**src/rtl/demux_stream_scheduler_if.sv**
```systemverilog
// Handshake/bus bundle for demux_stream_scheduler.
//   master : upstream producer + downstream consumers (drives data/valid, config, channel readys)
//   slave  : the scheduler (drives upstream ready, channel data/valid, status)
// Signals:
//   Enable_In, Mode_In, Select_In          : configuration / per-beat steering
//   Data_In, Data_Valid_In, Data_Ready_Out : upstream valid/ready stream
//   Channel_Data_Out, Channel_Valid_Out,
//   Channel_Ready_In                       : N downstream channels
//   Active_Channel_Out, Beat_Count_Out     : round-robin status
interface demux_stream_scheduler_if #(
  parameter int unsigned DATA_WIDTH   = 8,
  parameter int unsigned NUM_CHANNELS = 4,
  parameter int unsigned SEL_WIDTH    = 2
);
  logic                               Enable_In;
  logic                               Mode_In;
  logic [SEL_WIDTH-1:0]               Select_In;
  logic [DATA_WIDTH-1:0]              Data_In;
  logic                               Data_Valid_In;
  logic                               Data_Ready_Out;
  logic [NUM_CHANNELS*DATA_WIDTH-1:0] Channel_Data_Out;
  logic [NUM_CHANNELS-1:0]            Channel_Valid_Out;
  logic [NUM_CHANNELS-1:0]            Channel_Ready_In;
  logic [SEL_WIDTH-1:0]               Active_Channel_Out;
  logic [7:0]                         Beat_Count_Out;

  modport master (
    output Enable_In, Mode_In, Select_In, Data_In, Data_Valid_In, Channel_Ready_In,
    input  Data_Ready_Out, Channel_Data_Out, Channel_Valid_Out,
           Active_Channel_Out, Beat_Count_Out
  );

  modport slave (
    input  Enable_In, Mode_In, Select_In, Data_In, Data_Valid_In, Channel_Ready_In,
    output Data_Ready_Out, Channel_Data_Out, Channel_Valid_Out,
           Active_Channel_Out, Beat_Count_Out
  );
endinterface

```
**src/rtl/demux_stream_scheduler.sv**
```systemverilog
// Registered, handshaked 1:N stream demultiplexer. Each accepted beat is held
// in a one-entry register and steered to one channel, picked either by a
// round-robin pointer advancing every BURST_LEN beats or by a per-beat select.
// Ports:
//   Clock_In   : rising-edge clock
//   Reset_N_In : asynchronous active-low reset
//   bus        : demux_stream_scheduler_if slave (stream, channels, status)
module demux_stream_scheduler #(
  parameter int unsigned DATA_WIDTH   = 8,
  parameter int unsigned NUM_CHANNELS = 4,
  parameter int unsigned SEL_WIDTH    = 2,
  parameter int unsigned BURST_LEN    = 4
) (
  input  logic                     Clock_In,
  input  logic                     Reset_N_In,
  demux_stream_scheduler_if.slave  bus
);

  localparam int unsigned BusW   = NUM_CHANNELS * DATA_WIDTH;
  localparam int unsigned CntW   = 8;
  localparam logic [CntW-1:0] CntLast = CntW'(BURST_LEN - 1);

  typedef enum logic {
    ST_EMPTY = 1'b0,
    ST_FULL  = 1'b1
  } state_e;

  state_e                state_q, state_d;
  logic [SEL_WIDTH-1:0]  tgt_q, tgt_d;
  logic [SEL_WIDTH-1:0]  ptr_q, ptr_d;
  logic [CntW-1:0]       cnt_q, cnt_d;
  logic [NUM_CHANNELS-1:0] vld_q, vld_d;
  logic [BusW-1:0]       dat_q, dat_d;

  logic                  full_c;
  logic                  tgt_rdy_c;
  logic                  ready_c;
  logic                  accept_c;
  logic                  deliver_c;
  logic [SEL_WIDTH-1:0]  new_tgt_c;

  // Handshake decode; ready passes straight through from the target channel
  // so a beat can be delivered and replaced in the same cycle.
  assign full_c    = (state_q == ST_FULL);
  assign tgt_rdy_c = bus.Channel_Ready_In[tgt_q];
  assign ready_c   = bus.Enable_In && (!full_c || tgt_rdy_c);
  assign accept_c  = bus.Data_Valid_In && ready_c;
  assign deliver_c = full_c && tgt_rdy_c;
  assign new_tgt_c = bus.Mode_In ? bus.Select_In : ptr_q;

  // Next-state, holding register and round-robin bookkeeping
  always_comb begin
    state_d = state_q;
    tgt_d   = tgt_q;
    ptr_d   = ptr_q;
    cnt_d   = cnt_q;
    vld_d   = vld_q;
    dat_d   = dat_q;

    if (state_q == ST_EMPTY) begin
      if (accept_c) state_d = ST_FULL;
    end else begin
      if (deliver_c && !accept_c) state_d = ST_EMPTY;
    end

    // Channel outputs are kept pre-decoded so non-target lanes stay zero
    if (accept_c) begin
      tgt_d = new_tgt_c;
      vld_d = NUM_CHANNELS'(1) << new_tgt_c;
      dat_d = BusW'(bus.Data_In) << (new_tgt_c * DATA_WIDTH);
    end else if (deliver_c) begin
      vld_d = '0;
      dat_d = '0;
    end

    // Fixed-select beats leave the round-robin sequence untouched
    if (accept_c && !bus.Mode_In) begin
      if (cnt_q == CntLast) begin
        cnt_d = '0;
        ptr_d = ptr_q + SEL_WIDTH'(1);
      end else begin
        cnt_d = cnt_q + CntW'(1);
      end
    end
  end

  always_ff @(posedge Clock_In or negedge Reset_N_In) begin
    if (!Reset_N_In) begin
      state_q <= ST_EMPTY;
      tgt_q   <= '0;
      ptr_q   <= '0;
      cnt_q   <= '0;
      vld_q   <= '0;
      dat_q   <= '0;
    end else begin
      state_q <= state_d;
      tgt_q   <= tgt_d;
      ptr_q   <= ptr_d;
      cnt_q   <= cnt_d;
      vld_q   <= vld_d;
      dat_q   <= dat_d;
    end
  end

  assign bus.Data_Ready_Out     = ready_c;
  assign bus.Channel_Valid_Out  = vld_q;
  assign bus.Channel_Data_Out   = dat_q;
  assign bus.Active_Channel_Out = ptr_q;
  assign bus.Beat_Count_Out     = cnt_q;

endmodule

```
**src/flat_wrapper.sv**
```systemverilog
// flat-port wrapper written by rule: the top's interface ports become plain ports
module demux_stream_scheduler_flat 
#(
  parameter int unsigned DATA_WIDTH   = 8,
  parameter int unsigned NUM_CHANNELS = 4,
  parameter int unsigned SEL_WIDTH    = 2,
  parameter int unsigned BURST_LEN    = 4
)
  (Clock_In, Reset_N_In, bus_Enable_In, bus_Mode_In, bus_Select_In, bus_Data_In, bus_Data_Valid_In, bus_Channel_Ready_In, bus_Data_Ready_Out, bus_Channel_Data_Out, bus_Channel_Valid_Out, bus_Active_Channel_Out, bus_Beat_Count_Out);
  demux_stream_scheduler_if #(.DATA_WIDTH(DATA_WIDTH), .NUM_CHANNELS(NUM_CHANNELS), .SEL_WIDTH(SEL_WIDTH)) bus_i ();
  input  logic Clock_In;
  input  logic Reset_N_In;
  input wire logic [$bits(bus_i.Enable_In)-1:0] bus_Enable_In;
  input wire logic [$bits(bus_i.Mode_In)-1:0] bus_Mode_In;
  input wire logic [$bits(bus_i.Select_In)-1:0] bus_Select_In;
  input wire logic [$bits(bus_i.Data_In)-1:0] bus_Data_In;
  input wire logic [$bits(bus_i.Data_Valid_In)-1:0] bus_Data_Valid_In;
  input wire logic [$bits(bus_i.Channel_Ready_In)-1:0] bus_Channel_Ready_In;
  output wire logic [$bits(bus_i.Data_Ready_Out)-1:0] bus_Data_Ready_Out;
  output wire logic [$bits(bus_i.Channel_Data_Out)-1:0] bus_Channel_Data_Out;
  output wire logic [$bits(bus_i.Channel_Valid_Out)-1:0] bus_Channel_Valid_Out;
  output wire logic [$bits(bus_i.Active_Channel_Out)-1:0] bus_Active_Channel_Out;
  output wire logic [$bits(bus_i.Beat_Count_Out)-1:0] bus_Beat_Count_Out;
  assign bus_i.Enable_In = bus_Enable_In;
  assign bus_i.Mode_In = bus_Mode_In;
  assign bus_i.Select_In = bus_Select_In;
  assign bus_i.Data_In = bus_Data_In;
  assign bus_i.Data_Valid_In = bus_Data_Valid_In;
  assign bus_i.Channel_Ready_In = bus_Channel_Ready_In;
  assign bus_Data_Ready_Out = bus_i.Data_Ready_Out;
  assign bus_Channel_Data_Out = bus_i.Channel_Data_Out;
  assign bus_Channel_Valid_Out = bus_i.Channel_Valid_Out;
  assign bus_Active_Channel_Out = bus_i.Active_Channel_Out;
  assign bus_Beat_Count_Out = bus_i.Beat_Count_Out;
  demux_stream_scheduler #(.DATA_WIDTH(DATA_WIDTH), .NUM_CHANNELS(NUM_CHANNELS), .SEL_WIDTH(SEL_WIDTH), .BURST_LEN(BURST_LEN)) u_core (.Clock_In(Clock_In), .Reset_N_In(Reset_N_In), .bus(bus_i));
endmodule
```
**config.mk**
```make
export PLATFORM = sky130hd
export DESIGN_NAME = demux_stream_scheduler_flat
export DESIGN_NICKNAME = d
export VERILOG_FILES = /design/src/rtl/demux_stream_scheduler_if.sv /design/src/rtl/demux_stream_scheduler.sv /design/src/flat_wrapper.sv
export SDC_FILE = /design/constraint.sdc
export NUM_CORES = 1
export LEC_CHECK = 0
export ABC_AREA = 1
export CAP_MARGIN = 20
export CORE_ASPECT_RATIO = 1.25
export CORE_MARGIN = 4
export CORE_UTILIZATION = 40
export CTS_CLUSTER_DIAMETER = 40
export DETAILED_ROUTE_END_ITERATION = 10
export MAX_ROUTING_LAYER = met4
export PLACE_DENSITY = 0.7
export RECOVER_POWER = 25
export SLEW_MARGIN = 20
export SYNTH_ARGS = -nofsm -noshare
export SYNTH_HDL_FRONTEND = slang
export SYNTH_SLANG_ARGS = --single-unit
```
**constraint.sdc**
```tcl
create_clock -name Clock_In -period 1.8 [get_ports Clock_In]
set_input_delay 0.36 -clock Clock_In [delete_from_list [all_inputs] [get_ports Clock_In]]
set_output_delay 0.36 -clock Clock_In [all_outputs]
set_load 0.02 [all_outputs]
```
==> flow_summary_export.csv <==
group,metric,value,unit
outcome,status,"complete, no violations",
cells_and_area,multi_input_area,783,µm²
worst_setup_path,crit_path_end_kind,"output pin",
synth,post_synth_num_cell_types,26,
cells_and_area,seq_area,1230,µm²
global_routing,overflow,0,
cells_and_area,drive_gt1_frac,0.0982,
worst_setup_path,path_cells,"clkdlybuf4s50_1",
clock_tree,htree_levels,2,
route,vias,2016,
cells_and_area,syn2layout_area_growth,40.5,%
power,combPwrFrac,0.479,
worst_setup_path,cp_top_family,"buffers and inverters",
placement,hpwlAfterDp,3.99,mm
worst_setup_path,crit_arrival,1370,ps
power,p_sw,1.80,mW
worst_setup_path,startpoint_type,"register",
worst_setup_path,cp_max_fo,5,
global_routing,track_usage,0.173,
route,wl_per_cell,13.7,µm
timing,worstMarginPinSlew,1240,ps
worst_setup_path,critPathMaxStageDelay,630,ps
global_routing,grt_pass1_wl,9.24,mm
worst_setup_path,critical-path-slowest-cell,"clkdlybuf4s50_1",
timing,hold_viol_final,0,
route,ant_nets,0,
route,via_per_inst,5.04,
synth,synth_seq_area_share,0.542,
hold_path,hold_path.class,"input port to async pin",
global_routing,grt_max_degree,29,
worst_setup_path,crit_required,1440,ps
synth,syn_area,2260,µm²
route,first_iter_violations,114,
worst_setup_path,criticalPathCategory,"register to output pin",
clock_tree,post_cts_buffers,0,
route,drc_errors,0,
die,die_h,92.1,µm
power,pwr-share-seq,0.374,
timing,slew_headroom,0.176,
clock_tree,cts_inserted_buffers,5,
cells_and_area,nets,355,
power,clkPwrFrac,0.147,
route,routed_wirelength,5.47,mm
worst_setup_path,crit_buf_inv,1,
die,die_w,75.3,µm
die,design.die.area,6930,µm²
power,p_sw_frac,0.402,
timing,fin_setup_tns,0,ps
timing,fin_skew,14.0,ps
power,internal-power,2.68,mW
clock_tree,cts.sinks,49,
global_routing,grt_pass1_vias,2001,
timing,grt_setup_unrepaired,"false",
timing,fmax,578,MHz
clock_tree,path_clk_slew,100,ps
timing,finalSetupViolations,0,
run,maxCapViolCount,0,
timing,min_period,1730,ps
clock_tree,clockBufferDepth,2,
power,power_leakage,1.49,nW
die,rows,30,
synth,yosysWarnings,0,
synth,synth.avg_cell_area,8.71,µm²
synth,synth_nets,280,
route,first_pass_iters,5,
power,power_density,1410,nW/µm²
clock_tree,clockRootBuffer,"clkbuf_8",
timing,slew_violations,0,
timing,fin_ws,70.3,ps
worst_setup_path,rrSetupSlack,180,ps
clock_tree,tritoncts,"done",
synth,ys_seq_elements,49,
cells_and_area,diodes,0,
timing,fin_crit_sh,0.961,
clock_tree,clk_latency,310,ps
power,ir_drop,0.767,mV
die,io_pins,66,
global_routing,antenna_found_initial,0,
die,coreArea,5440,µm²
clock_tree,cts_hold_buf,0,
die,start_util,0.416,
cells_and_area,n_fill_cell,496,
placement,port_buffers,65,
synth,synth_cells,260,
placement,pre_cts_ws,-392,ps
placement,gp_congestion,0.826,
-- cell families (layout without fill, tap and decap cells) --
kind of cell | count (synthesis) | count (layout) | synth area share
xor+xnor | 5 | 5 | 0.0193
flops | 49 | 49 | 0.542
buf+inv | 61 | 137 | 0.113
simple gates | 100 | 100 | 0.200
fa+ha+maj | 1 | 1 | 0.00553
compound gates | 44 | 44 | 0.120
-- path summary, 6_finish.rpt --
check | from | end | cells past startpoint
min in group Clock_In | u_core.bus.Channel_Valid_Out[0]$_DFFE_PN0P_ | u_core.bus.Channel_Valid_Out[0]$_DFFE_PN0P_ | 2
worst max register to register | u_core.tgt_q[0]$_DFFE_PN0P_ | u_core.bus.Channel_Data_Out[31]$_DFFE_PN0P_ | 10
worst min-delay path | Reset_N_In | u_core.bus.Channel_Data_Out[6]$_DFFE_PN0P_ | 1
worst min register to register | u_core.bus.Channel_Valid_Out[0]$_DFFE_PN0P_ | u_core.bus.Channel_Valid_Out[0]$_DFFE_PN0P_ | 2
worst max-delay path | u_core.bus.Beat_Count_Out[6]$_DFFE_PN0P_ | bus_Beat_Count_Out[6] | 1
max in group asynchronous | Reset_N_In | u_core.bus.Channel_Valid_Out[1]$_DFFE_PN0P_ | 2
-- final cells by class --
type / instances / share of cell area
multi-input cells: 150 / 0.246
inverters: 48 / 0.0566
repair buffers: 81 / 0.258
clock buffers: 5 / 0.0216
well taps: 64 / 0.0252
clock inverters: 3 / 0.00708
flip-flops and latches: 49 / 0.386
-- synthesized netlist by cell type (all sizes together) --
library cell | instances | area [µm²]
xnor2 | 1 | 8.76
nor3 | 1 | 5.00
or2 | 2 | 12.5
o22ai | 32 | 200
ha | 1 | 12.5
o21ai | 9 | 48.8
o21bai | 2 | 15.0
a21boi | 1 | 7.51
nand4 | 2 | 12.5
dfrtp | 49 | 1230
nand3 | 45 | 230
buf | 11 | 68.8
clkbuf | 2 | 7.51
xor2 | 4 | 35.0
inv | 48 | 180
nand2 | 41 | 159
nor2 | 9 | 33.8
-- metrics by stage --
| stage | hold WS (ps) | cells | total power, mW | area, µm² | utilization |
|---|---|---|---|---|---|
| finish | 283 | 400 | 4.48 | 3180 | 0.584 |
| global placement | 364 | 392 | 3.83 | 3080 | 0.566 |
| global route | 408 | 400 | 4.80 | 3180 | 0.584 |
| CTS | 25.0 | 400 | 4.53 | 3170 | 0.582 |
| detailed placement | 367 | 392 | 3.87 | 3080 | 0.566 |
| floorplan | 64.4 | 260 | 2.85 | 2260 | - |
-- layout by cell type (no fill, tap or decap), types with 4 or more instances in the layout --
master           count
o21ai_0              7
buf_4               12
nand2_1             39
buf_12               4
nor2_1               8
o22ai_1             32
clkbuf_8             5
xor2_1               4
clkdlybuf4s50_1     59
dfrtp_1             49
nand3_1             44
dlymetal6s2s_1       4
inv_1               46
-- power groups by stage --
stage          Sequential (mW)  Combinational (mW)  Clock (mW)
4_1_cts                   1.68                2.17       0.681
6_report                  1.67                2.15       0.659
3_5_place_dp              1.70                2.16           0
2_1_floorplan             2.01               0.845           0
3_3_place_gp              1.69                2.14           0
5_1_grt                   1.72                2.35       0.727
-- flip-flops by register name (all words and copies together) (netlist names) --
name	cells
u_core.tgt_q	2
u_core.bus.Channel_Valid_Out	4
u_core.bus.Channel_Data_Out	32
u_core.full_c	1
u_core.bus.Active_Channel_Out	2
u_core.bus.Beat_Count_Out	8
-- timing repair --
action / 4_1_cts / 5_1_grt
hold endpoints to repair: 0 / 0
setup endpoints to repair: 1 / 6
gates resized for setup: 5 / 6
-- metal layers --
layer	vias to the layer above	wire length [µm]	share of wire	global-route usage
met5	-	0	0	-
met3	7	402	0.073	0.0417
met1	942	2270	0.41	0.229
met2	65	2730	0.50	0.262
met4	0	74	0.014	0.0481
li1	1002	-	-	-
Power figures use the tool's default switching activity.
